==> src/rtl/instr_fetch.sv <==
// rtl/instr_fetch.sv - instruction fetch unit with in-order buffer and redirect flush
module instr_fetch #(
  parameter logic [31:0] RESET_PC = 32'h0000_0000,
  parameter int          DEPTH    = 2
) (
  input  logic        clk,
  input  logic        rst_n,
  output logic        imem_req_valid,
  input  logic        imem_req_ready,
  output logic [31:0] imem_addr,
  input  logic        imem_rsp_valid,
  input  logic [31:0] imem_rsp_data,
  input  logic        redirect_valid,
  input  logic [31:0] redirect_pc,
  output logic        instr_valid,
  input  logic        instr_ready,
  output logic [31:0] instr,
  output logic [31:0] instr_pc
);

  localparam int CW = $clog2(DEPTH + 1);
  localparam int PW = (DEPTH > 1) ? $clog2(DEPTH) : 1;

  typedef enum logic [1:0] {IDLE, FETCH, FLUSH} state_t;

  state_t        state_q, state_d;
  logic [31:0]   pc_q, pc_d;
  logic [CW-1:0] outst_q, outst_d;
  logic [CW-1:0] count_q, count_d;
  logic [PW-1:0] head_q, head_d;
  logic [PW-1:0] tail_q, tail_d;
  logic [31:0]   fifo_data_q [DEPTH];
  logic [31:0]   fifo_pc_q   [DEPTH];

  logic          accept;
  logic          rsp_take;
  logic          push;
  logic          pop;
  logic [CW:0]   in_use;
  logic [31:0]   rsp_pc;
  logic          unused_redirect_lsbs;

  // The two low redirect bits are dropped: fetch is always word aligned.
  assign unused_redirect_lsbs = ^redirect_pc[1:0];

  function automatic logic [PW-1:0] ptr_inc(input logic [PW-1:0] p);
    if (p == PW'(DEPTH - 1)) return '0;
    return p + PW'(1);
  endfunction

  // Issue and delivery handshakes; a redirect suppresses both in its own cycle.
  always_comb begin
    in_use         = {1'b0, outst_q} + {1'b0, count_q};
    imem_req_valid = (state_q == FETCH) && !redirect_valid && (in_use < (CW+1)'(DEPTH));
    instr_valid    = (state_q == FETCH) && !redirect_valid && (count_q != '0);
    accept         = imem_req_valid && imem_req_ready;
    rsp_take       = imem_rsp_valid && (outst_q != '0) && (state_q != IDLE);
    push           = rsp_take && (state_q == FETCH) && !redirect_valid;
    pop            = instr_valid && instr_ready;
    // In FETCH all in-flight requests are consecutive words ending just below pc_q.
    rsp_pc         = pc_q - (32'(outst_q) << 2);
  end

  assign imem_addr = pc_q;
  assign instr     = fifo_data_q[head_q];
  assign instr_pc  = fifo_pc_q[head_q];

  // Next-state for PC, in-flight count, buffer pointers and FSM.
  always_comb begin
    state_d = state_q;
    pc_d    = pc_q;
    outst_d = outst_q;
    count_d = count_q;
    head_d  = head_q;
    tail_d  = tail_q;

    if (accept) pc_d = pc_q + 32'd4;

    case ({accept, rsp_take})
      2'b10:   outst_d = outst_q + CW'(1);
      2'b01:   outst_d = outst_q - CW'(1);
      default: outst_d = outst_q;
    endcase

    if (redirect_valid && (state_q != IDLE)) begin
      pc_d    = {redirect_pc[31:2], 2'b00};
      count_d = '0;
      head_d  = '0;
      tail_d  = '0;
    end else begin
      if (push) tail_d = ptr_inc(tail_q);
      if (pop)  head_d = ptr_inc(head_q);
      case ({push, pop})
        2'b10:   count_d = count_q + CW'(1);
        2'b01:   count_d = count_q - CW'(1);
        default: count_d = count_q;
      endcase
    end

    case (state_q)
      IDLE:    state_d = FETCH;
      FETCH:   if (redirect_valid && (outst_d != '0)) state_d = FLUSH;
      FLUSH:   if (!redirect_valid && (outst_d == '0)) state_d = FETCH;
      default: state_d = IDLE;
    endcase
  end

  // State registers and buffer storage, cleared asynchronously.
  always_ff @(posedge clk or negedge rst_n) begin
    if (!rst_n) begin
      state_q <= IDLE;
      pc_q    <= RESET_PC;
      outst_q <= '0;
      count_q <= '0;
      head_q  <= '0;
      tail_q  <= '0;
      for (int i = 0; i < DEPTH; i++) begin
        fifo_data_q[i] <= '0;
        fifo_pc_q[i]   <= '0;
      end
    end else begin
      state_q <= state_d;
      pc_q    <= pc_d;
      outst_q <= outst_d;
      count_q <= count_d;
      head_q  <= head_d;
      tail_q  <= tail_d;
      if (push) begin
        fifo_data_q[tail_q] <= imem_rsp_data;
        fifo_pc_q[tail_q]   <= rsp_pc;
      end
    end
  end

endmodule

==> config.mk <==
export PLATFORM = sky130hd
export DESIGN_NAME = instr_fetch
export DESIGN_NICKNAME = d
export VERILOG_FILES = /design/src/rtl/instr_fetch.sv
export SDC_FILE = /design/constraint.sdc
export NUM_CORES = 1
export LEC_CHECK = 0
export CAP_MARGIN = 20
export CORE_MARGIN = 5
export CORE_UTILIZATION = 55
export CTS_CLUSTER_DIAMETER = 40
export DETAILED_ROUTE_END_ITERATION = 8
export PLACE_DENSITY = 0.89
export SLEW_MARGIN = 20
export SYNTH_ARGS = -nofsm -noshare
export SYNTH_HDL_FRONTEND = slang
export SYNTH_SLANG_ARGS = --single-unit
==> constraint.sdc <==
create_clock -name clk -period 8.05 [get_ports clk]
set_input_delay 2.0125 -clock clk [delete_from_list [all_inputs] [get_ports clk]]
set_output_delay 2.0125 -clock clk [all_outputs]
set_load 0.01 [all_outputs]
; ---- Word-level counts from Yosys, hierarchy flattened
; Index checks and enable logic that the tools add are counted.
[totals]
register_bits = 168
input_bits = 70
word_cells = 90
[classes]
n_addsub = 9
magnitude_cmp = 4
eq_ne = 8
n_mux = 32
n_bitwise = 2
reduce_logical = 25
[op_table]
columns = cell, n
row1 = $mux W32, 9
row2 = $bwmux W64, 2
row3 = $add A32 B3 Y32 const B, 1
row4 = $demux W32 S1, 1
row5 = $sub A32 B4 Y32, 1
row6 = $mux W1, 14
row7 = $reduce_bool A2 Y1, 7
row8 = $logic_and A1 B1 Y1, 13
row9 = $pmux W2 S2, 2
row10 = $eq A2 B1 Y1 const B, 3
row11 = $eq A2 B2 Y1 const B, 3
row12 = $mux W2, 3
row13 = $pmux W2 S3, 1
row14 = $add A2 B1 Y2 const B, 2
row15 = $ge A2 B2 Y1 const B, 2
row16 = $logic_not A2 Y1, 2
row17 = $not A1 Y2, 2
row18 = $sub A2 B1 Y2 const B, 2
row19 = $add A2 B2 Y3, 1
row20 = $lt A3 B2 Y1 const B, 1
row21 = $reduce_bool A3 Y1, 1
row22 = $add A1 B1 Y1 const B, 2
row23 = $lt A2 B1 Y1 const B, 1
row24 = $ne A2 B1 Y1 const B, 1
row25 = other kinds (3), 3

; ---- Depth between registers and ports, before layout
; Gate-level depths: netlist of run 1.
[logic_depth]
word_depth = 10
mapped_depth = 11
depth_no_buf = 11

; ---- Worst setup path after synthesis of run 1
; No wires, ideal clock.
[synth_path]
kind = input to output
start = input port redirect_valid
end = output port instr_valid
arrival_ps = 2734
path_slack_ps = 3304
path_stages = 3
n_path_buf = 1
cell_sequence = buf_6 -> nor3b_1 -> o21a_1
[synth_via]
elab_chain_cells = 3
[synth_lines]
columns = item, line_no
row1 = start: declaration, 13  ; input logic redirect_valid,
row2 = $logic_not A1 Y1, 55  ; instr_valid = (state_q == FETCH) && !redirect_valid && (count_q != '0);
row3 = $logic_and A1 B1 Y1 (2 in a row), 55
row4 = end: declaration, 15  ; output logic instr_valid,
; No other way between the ends.

; ---- Final worst setup path of run 1
; Same ends and word-level chain as after synthesis.

==> run_results.csv, run 1 <==
group,metric,value,unit
critical_path,slowest_delay,0.56,ns
clock_network,path_clk_slew,0.06,ns
sta,final.period_utilization,0.733,
placed_design,finalWeightedCongestion,0.869,
floorplan,die-area,0.0173,mm^2
final_layout,multi_input_area,0.00380,mm^2
status,run_status,"finished, final reports clean",
pwr,combPwrFrac,0.411,
placed_design,dp_hpwl,13100,um
global_routing,grt_pass1_wl,32800,um
clock_network,clockBufferDepth,2,
critical_path,crit_top_cell,"clkdlybuf4s50_1",
clock_network,cts_tree,"built",
final_layout,fin_util,0.714,
final_layout,regArea,0.00406,mm^2
logic_synthesis,syn_area,0.00812,mm^2
worst_hold_path,min_from,"fifo_data_q[47]$_DFFE_PN0P_",
critical_path,critPathKind,"in -> out",
logic_synthesis,synth_async_sr_flop_share,1.00,
critical_path,crit_path_top_delay_cell,"clkdlybuf4s50_1",
flow_run,maxCapViolations,0,
global_routing,antenna_found_initial,0,
detailed_routing,firstDrtPassIters,5,
critical_path,critPathMaxFanout,9,
critical_path,cp-end-kind,"primary output",
global_routing,grt_start_max_net_pins,106,
global_routing,grt_pass1_vias,6707,
global_routing,grt_usage,0.229,
critical_path,cp.arrival,3.89,ns
global_routing,gr-usage-met1,0.293,
sta,final.min_clock_period,5.90,ns
pwr,p_sw,1.42,mW
logic_synthesis,yosysTopAreaCell,"dfrtp_1",
pwr,irDropWorstVdd,0.189,mV
pwr,swShare,0.359,
sta,finClkSkew,0.0118,ns
pwr,p_per_area,382,mW/mm^2
pwr,seqPwrFrac,0.379,
detailed_routing,drtIter0Drc,354,
detailed_routing,post_drt_wl_per_cell,17.1,um
clock_network,cts-root-buf,"clkbuf_16",
global_routing,use_met3,0.0650,
logic_synthesis,yosysWarnings,0,
sta,maxSlewHeadroom,0.314,
clock_network,cts_hold_buf,0,
floorplan,die_w,132,um
sta,rsz0062_at_grt,"no",
critical_path,crit_path_start,"redirect_valid",
detailed_routing,drcViolationCount,0,
detailed_routing,antenna_left,0,
critical_path,worstPathCellList,"clkdlybuf4s50_1 > nor3b_1 > o21a_1 > clkdlybuf4s50_1",
sta,drv_slew,0,
clock_network,htreeDepth,4,
final_layout,drive_gt1_frac,0.150,
pwr,power_frac_clock,0.210,
logic_synthesis,synthDistinctLibCells,49,
logic_synthesis,netlist_instances,831,
pwr,p_int,2.54,mW
pwr,p_leak,4.44,nW
placed_design,io_buffers,161,
final_layout,fillers,1038,
clock_network,cts_setup_buffers,0,
logic_synthesis,synth.top_cell.area_share,0.499,
floorplan,pin_count,168,
floorplan,core,0.0145,mm^2
clock_network,clk_latency,0.43,ns
critical_path,crit_buf_inv,2,
clock_network,numCtsBuffers,17,
detailed_routing,finalWirelength,19700,um
critical_path,r2r_start,"outst_q[0]$_DFF_PN0_",
global_routing,globalRouteMet2Util,0.370,
final_layout,n_antenna_cell,0,
floorplan,die_y,132,um
sta,tns,0,ns
logic_synthesis,yosysSeqAreaShare,0.499,
logic_synthesis,synthMostInstantiatedCell,"nand2_1",
logic_synthesis,avgSynthCellArea,9.77,um^2
logic_synthesis,synth_ff_type,"dfrtp_1",
sta,tightest_slew,1.03,ns
worst_hold_path,hold_path_class,"reg -> reg",
clock_network,cts_sinks,162,
global_routing,grt.busiest_layer,"met2",
global_routing,grt_overflow,0,
final_layout,area_delta_synth_final,27.8,%
logic_synthesis,synth_seq_cells,162,
sta,hold_viol_final,0,
critical_path,path_delay_family,"buffers and inverters",
detailed_routing,vias_per_cell,5.59,
logic_synthesis,netlist_top_cells_count,"nand2_1 (200), dfrtp_1 (162), mux2_2 (94)",
critical_path,cp-start-kind,"input port",
floorplan,rows,44,
critical_path,required,6.04,ns
detailed_routing,num_vias,6460,
sta,fmaxAchievable,169,MHz
clock_network,cts_resized,0,
logic_synthesis,synth_edf_count,0,
logic_synthesis,synthTopCellsByArea,"dfrtp_1 (50%), mux2_2 (13%), nand2_1 (9.2%), o21ai_0 (4.9%), xnor2_1 (3.9%)",
final_layout,fin_nets,1034,
floorplan,start_util,0.559,
sta,setup_viol,0,
[registers in the layout (all words and copies together), names as in the netlist]
| name | cells |
|---|---|
| fifo_data_q | 64 |
| fifo_pc_q | 60 |
| imem_addr | 30 |
| count_q | 2 |
| outst_q | 2 |
| state_q | 2 |
| head_q | 1 |
| tail_q | 1 |
[metrics by stage]
stage	cell area (um^2)	hold WS [ns]	power, mW	cells	worst slack [ns]
5_1_grt	10400	0.483	4.22	1155	2.06
2_1_floorplan	8130	0.442	2.37	834	3.30
3_3_place_gp	9770	0.454	3.06	1123	2.20
4_1_cts	10400	0.473	3.98	1155	2.18
3_5_place_dp	9770	0.459	3.12	1123	2.20
6_report	10400	0.470	3.97	1155	2.15
[layer usage]
metal	routed length, um	vias to the layer above
li1	-	3094
met1	8490	3092
met2	9480	236
met3	1330	38
met4	403	0
met5	0	-
[layout by cell type, fill, tap and decap left out, types with 7 or more instances in the layout]
master / Yosys / layout
nand2_1: 200 / 199
nand3_1: 12 / 12
and3_1: 7 / 7
mux2_2: 94 / 94
o21ai_1: 7 / 7
nor3_1: 21 / 21
o21ai_0: 79 / 79
a21oi_1: 7 / 7
nor4_1: 17 / 17
dfrtp_1: 162 / 161
nor2_1: 26 / 25
clkbuf_16: 0 / 17
nand4_1: 13 / 13
xor2_1: 19 / 19
xnor2_1: 36 / 36
clkdlybuf4s50_1: 0 / 160
[power groups by stage]
stage	Combinational [mW]	Sequential (mW)	Clock, mW
global placement	1.58	1.48	0
floorplan	0.988	1.38	0
CTS	1.65	1.49	0.844
finish	1.63	1.50	0.831
detailed placement	1.62	1.50	0
global route	1.79	1.55	0.880
[worst paths after layout]
kind | cells after the start | slack (ns) | to
min in group asynchronous | 1 | 1.69 | fifo_data_q[41]$_DFFE_PN0P_
worst max register to register | 11 | 4.59 | state_q[1]$_DFFE_PN0P_
worst max-delay path | 4 | 2.15 | instr_valid
max in group asynchronous | 2 | 5.11 | fifo_data_q[17]$_DFFE_PN0P_
worst min-delay path | 2 | 0.47 | fifo_data_q[47]$_DFFE_PN0P_
worst min register to register | 2 | 0.47 | fifo_data_q[47]$_DFFE_PN0P_
[final cells by class]
type / instances / area share
Inverter: 7 / 0.00253
Sequential cell: 162 / 0.391
Clock buffer: 21 / 0.0444
Timing Repair Buffer: 167 / 0.160
Tap cell: 184 / 0.0222
Clock inverter: 11 / 0.0147
Multi-Input combinational cell: 603 / 0.366
[logic make-up after synthesis]
kind of cell	after synthesis	share of synthesized area
and+or+nand+nor	335	0.191
DFF	162	0.499
AOI/OAI and AO/OA	108	0.0715
muxes	95	0.132
buffers and inverters	69	0.0362
xor gates and xnor gates	55	0.0593
adders and majority gates	6	0.0111
other	1	0.000462
[worst min-delay path, stage by stage, from the launching register on]
cell     delay (ns)
dfrtp_1        0.34
nand2_1        0.05
nand2_1        0.05
Power figures use the tool's default switching activity.
==> inputs of run 2 (changes only) <==
--- a/config.mk
+++ b/config.mk
@@ -7,10 +7,10 @@
 export LEC_CHECK = 0
 export CAP_MARGIN = 20
 export CORE_MARGIN = 5
-export CORE_UTILIZATION = 55
+export CORE_UTILIZATION = 47
 export CTS_CLUSTER_DIAMETER = 40
 export DETAILED_ROUTE_END_ITERATION = 8
-export PLACE_DENSITY = 0.89
+export PLACE_DENSITY = 0.81
 export SLEW_MARGIN = 20
 export SYNTH_ARGS = -nofsm -noshare
 export SYNTH_HDL_FRONTEND = slang
==> constraint.sdc (replaced) <==
create_clock -name clk -period 5.34 [get_ports clk]
set_input_delay 1.335 -clock clk [delete_from_list [all_inputs] [get_ports clk]]
set_output_delay 1.335 -clock clk [all_outputs]
set_load 0.01 [all_outputs]
==> run 2 against run 1 <==
Setup slack lost 1.4 ns. Non-clock buffer count grew 1. Power grew 47%. Register-to-register slack lost 2.7 ns. Sequential cell count is the same. Global-route usage shrank 2.9 points. Routed wire length grew 1.3%. Via count shrank 0.73%. Final cell count grew 3.6%. Sequential power grew 51%. Clock-buffer cell count shrank 3.
==> run_results.csv, run 2 (same netlist as run 1, synthesis figures left out) <==
group,metric,value,unit
clock_network,clockBufferDepth,2,
critical_path,r2r_cells,11,
flow_run,maxCapViolations,0,
sta,rsz0062_at_grt,"no",
final_layout,fillers,1460,
critical_path,r2r_start,"count_q[0]$_DFFE_PN0P_",
floorplan,pin_count,168,
floorplan,die_w,141,um
sta,drv_slew,0,
detailed_routing,firstDrtPassIters,5,
sta,maxSlewHeadroom,0.321,
detailed_routing,post_drt_wl_per_cell,16.7,um
sta,hold_viol_final,0,
critical_path,required,4.01,ns
global_routing,globalRouteMet2Util,0.317,
clock_network,clk_latency,0.42,ns
clock_network,cts_resized,0,
placed_design,dp_hpwl,13900,um
global_routing,grt_pass1_vias,6411,
final_layout,fin_nets,1035,
floorplan,die-area,0.0200,mm^2
critical_path,rrSetupSlack,1.91,ns
clock_network,numCtsBuffers,17,
sta,fmaxAchievable,218,MHz
global_routing,use_met3,0.0428,
final_layout,drive_gt1_frac,0.152,
global_routing,gr-usage-met1,0.277,
critical_path,worstPathCellList,"clkdlybuf4s50_1 > nor3b_1 > o21a_1 > clkdlybuf4s50_1",
clock_network,cts-root-buf,"clkbuf_16",
global_routing,grt_overflow,0,
critical_path,crit_path_top_delay_cell,"clkdlybuf4s50_1",
final_layout,regMostFlops,"fifo_data_q",
sta,tightest_slew,1.02,ns
worst_hold_path,worstHoldPathCells,2,
critical_path,slowest_delay,0.57,ns
placed_design,dp_slack,0.797,ns
floorplan,rows,48,
clock_network,path_clk_slew,0.06,ns
worst_hold_path,hold-path-endpoint,"fifo_data_q[47]$_DFFE_PN0P_",
floorplan,die_y,141,um
status,run_status,"finished, final reports clean",
detailed_routing,num_vias,6413,
clock_network,cts_tree,"built",
final_layout,largest_register_ffs,64,
global_routing,antenna_found_initial,0,
worst_hold_path,min_from,"fifo_data_q[47]$_DFFE_PN0P_",
sta,layout_setup_ws,0.759,ns
floorplan,start_util,0.474,
sta,tns,0,ns
detailed_routing,vias_per_cell,5.36,
global_routing,grt_pass1_wl,32500,um
pwr,p_per_area,562,mW/mm^2
critical_path,worstReg2RegEnd,"state_q[1]$_DFFE_PN0P_",
clock_network,cts_hold_buf,0,
critical_path,crit_top_cell,"clkdlybuf4s50_1",
sta,setup_viol,0,
final_layout,layout_commonest_cell,"nand2_1",
global_routing,grt_usage,0.200,
final_layout,final_cell_mix,"nand2_1 (199), dfrtp_1 (161), clkdlybuf4s50_1 (160), mux2_2 (94), o21ai_0 (79)",
pwr,irDropWorstVdd,0.314,mV
clock_network,cts_sinks,162,
critical_path,critPathMaxFanout,9,
pwr,p_leak,4.42,nW
detailed_routing,drcViolationCount,0,
detailed_routing,drtIter0Drc,283,
worst_hold_path,hold_path_class,"reg -> reg",
detailed_routing,antenna_left,0,
critical_path,cp-end-kind,"primary output",
global_routing,grt.busiest_layer,"met2",
detailed_routing,finalWirelength,20000,um
sta,final.min_clock_period,4.58,ns
global_routing,grt_start_max_net_pins,96,
critical_path,critPathKind,"in -> out",
floorplan,core,0.0171,mm^2
clock_network,cts_setup_buffers,0,
sta,finClkSkew,0.00752,ns
final_layout,area_delta_synth_final,27.7,%
placed_design,finalWeightedCongestion,0.868,
critical_path,cp.arrival,3.25,ns
sta,final.period_utilization,0.858,
placed_design,io_buffers,161,
clock_network,htreeDepth,4,
final_layout,n_antenna_cell,0,
critical_path,cp-start-kind,"input port",
## run 2: changes by cell type in the layout (fill, tap and decap cells not counted)
cell | before | now
bufinv_16 | 3 | 0
clkbuf_8 | 2 | 0
clkinv_2 | 1 | 3
clkinv_4 | 2 | 4
buf_4 | 6 | 7
clkbuf_1 | 2 | 1
clkinvlp_4 | 3 | 4
inv_8 | 0 | 1
nand2_2 | 1 | 0
nand2_4 | 0 | 1
## run 2: critical path: cells and delay by family
family	cells	cell delay, ns
AOI/OAI and AO/OA	1	0.22
and+or+nand+nor	1	0.55
buffers and inverters	2	1.14
## run 2: where the power goes
part           leakage, nW  total [mW]  internal [mW]  switching, mW
clock                0.255        1.11          0.600          0.511
combinational         2.11        2.45           1.32           1.13
sequential            2.06        2.27           1.75          0.515
## run 2: worst max path at each step
| stage | from | end | slack (ns) | depth (start not counted) |
|---|---|---|---|---|
| 2_1_floorplan | redirect_valid | instr_valid | 1.95 | 3 |
| 3_3_place_gp | redirect_valid | instr_valid | 0.84 | 4 |
| 3_5_place_dp | redirect_valid | instr_valid | 0.80 | 4 |
| 4_1_cts | redirect_valid | instr_valid | 0.79 | 4 |
| 5_1_grt | redirect_valid | instr_valid | 0.63 | 4 |
| 6_report | redirect_valid | instr_valid | 0.76 | 4 |
## run 2: layout make-up
type	instances	area, um^2	share of cell area
sequential	162	4060	0.391
clock buffer	18	429	0.0414
timing repair buffer	168	1670	0.161
tap	225	282	0.0272
multi-input combinational	603	3800	0.367
clock inverter	14	109	0.0105
inverter	7	26.3	0.00253
## run 2: metrics by stage
stage	instances	util	hold WS, ns	area (um^2)	total power [mW]
finish	1197	0.606	0.471	10400	5.83
global route	1197	0.606	0.486	10400	6.23
CTS	1197	0.606	0.474	10400	5.87
detailed placement	1165	0.574	0.459	9830	4.74
global placement	1165	0.574	0.454	9830	4.65
floorplan	834	-	0.442	8130	3.57
## run 2: layer usage
| metal | part of all wire | up-vias |
|---|---|---|
| li1 | - | 3083 |
| met1 | 0.45 | 3085 |
| met2 | 0.47 | 225 |
| met3 | 0.065 | 20 |
| met4 | 0.015 | 0 |
| met5 | 0 | - |
==> inputs of run 3 (changes only) <==
--- a/config.mk
+++ b/config.mk
@@ -11,6 +11,7 @@
 export CTS_CLUSTER_DIAMETER = 40
 export DETAILED_ROUTE_END_ITERATION = 8
 export PLACE_DENSITY = 0.81
+export SKIP_CTS_REPAIR_TIMING = 1
 export SLEW_MARGIN = 20
 export SYNTH_ARGS = -nofsm -noshare
 export SYNTH_HDL_FRONTEND = slang
==> results of run 3 <==
The final DEF is identical to that of run 2; final timing and power are the same.
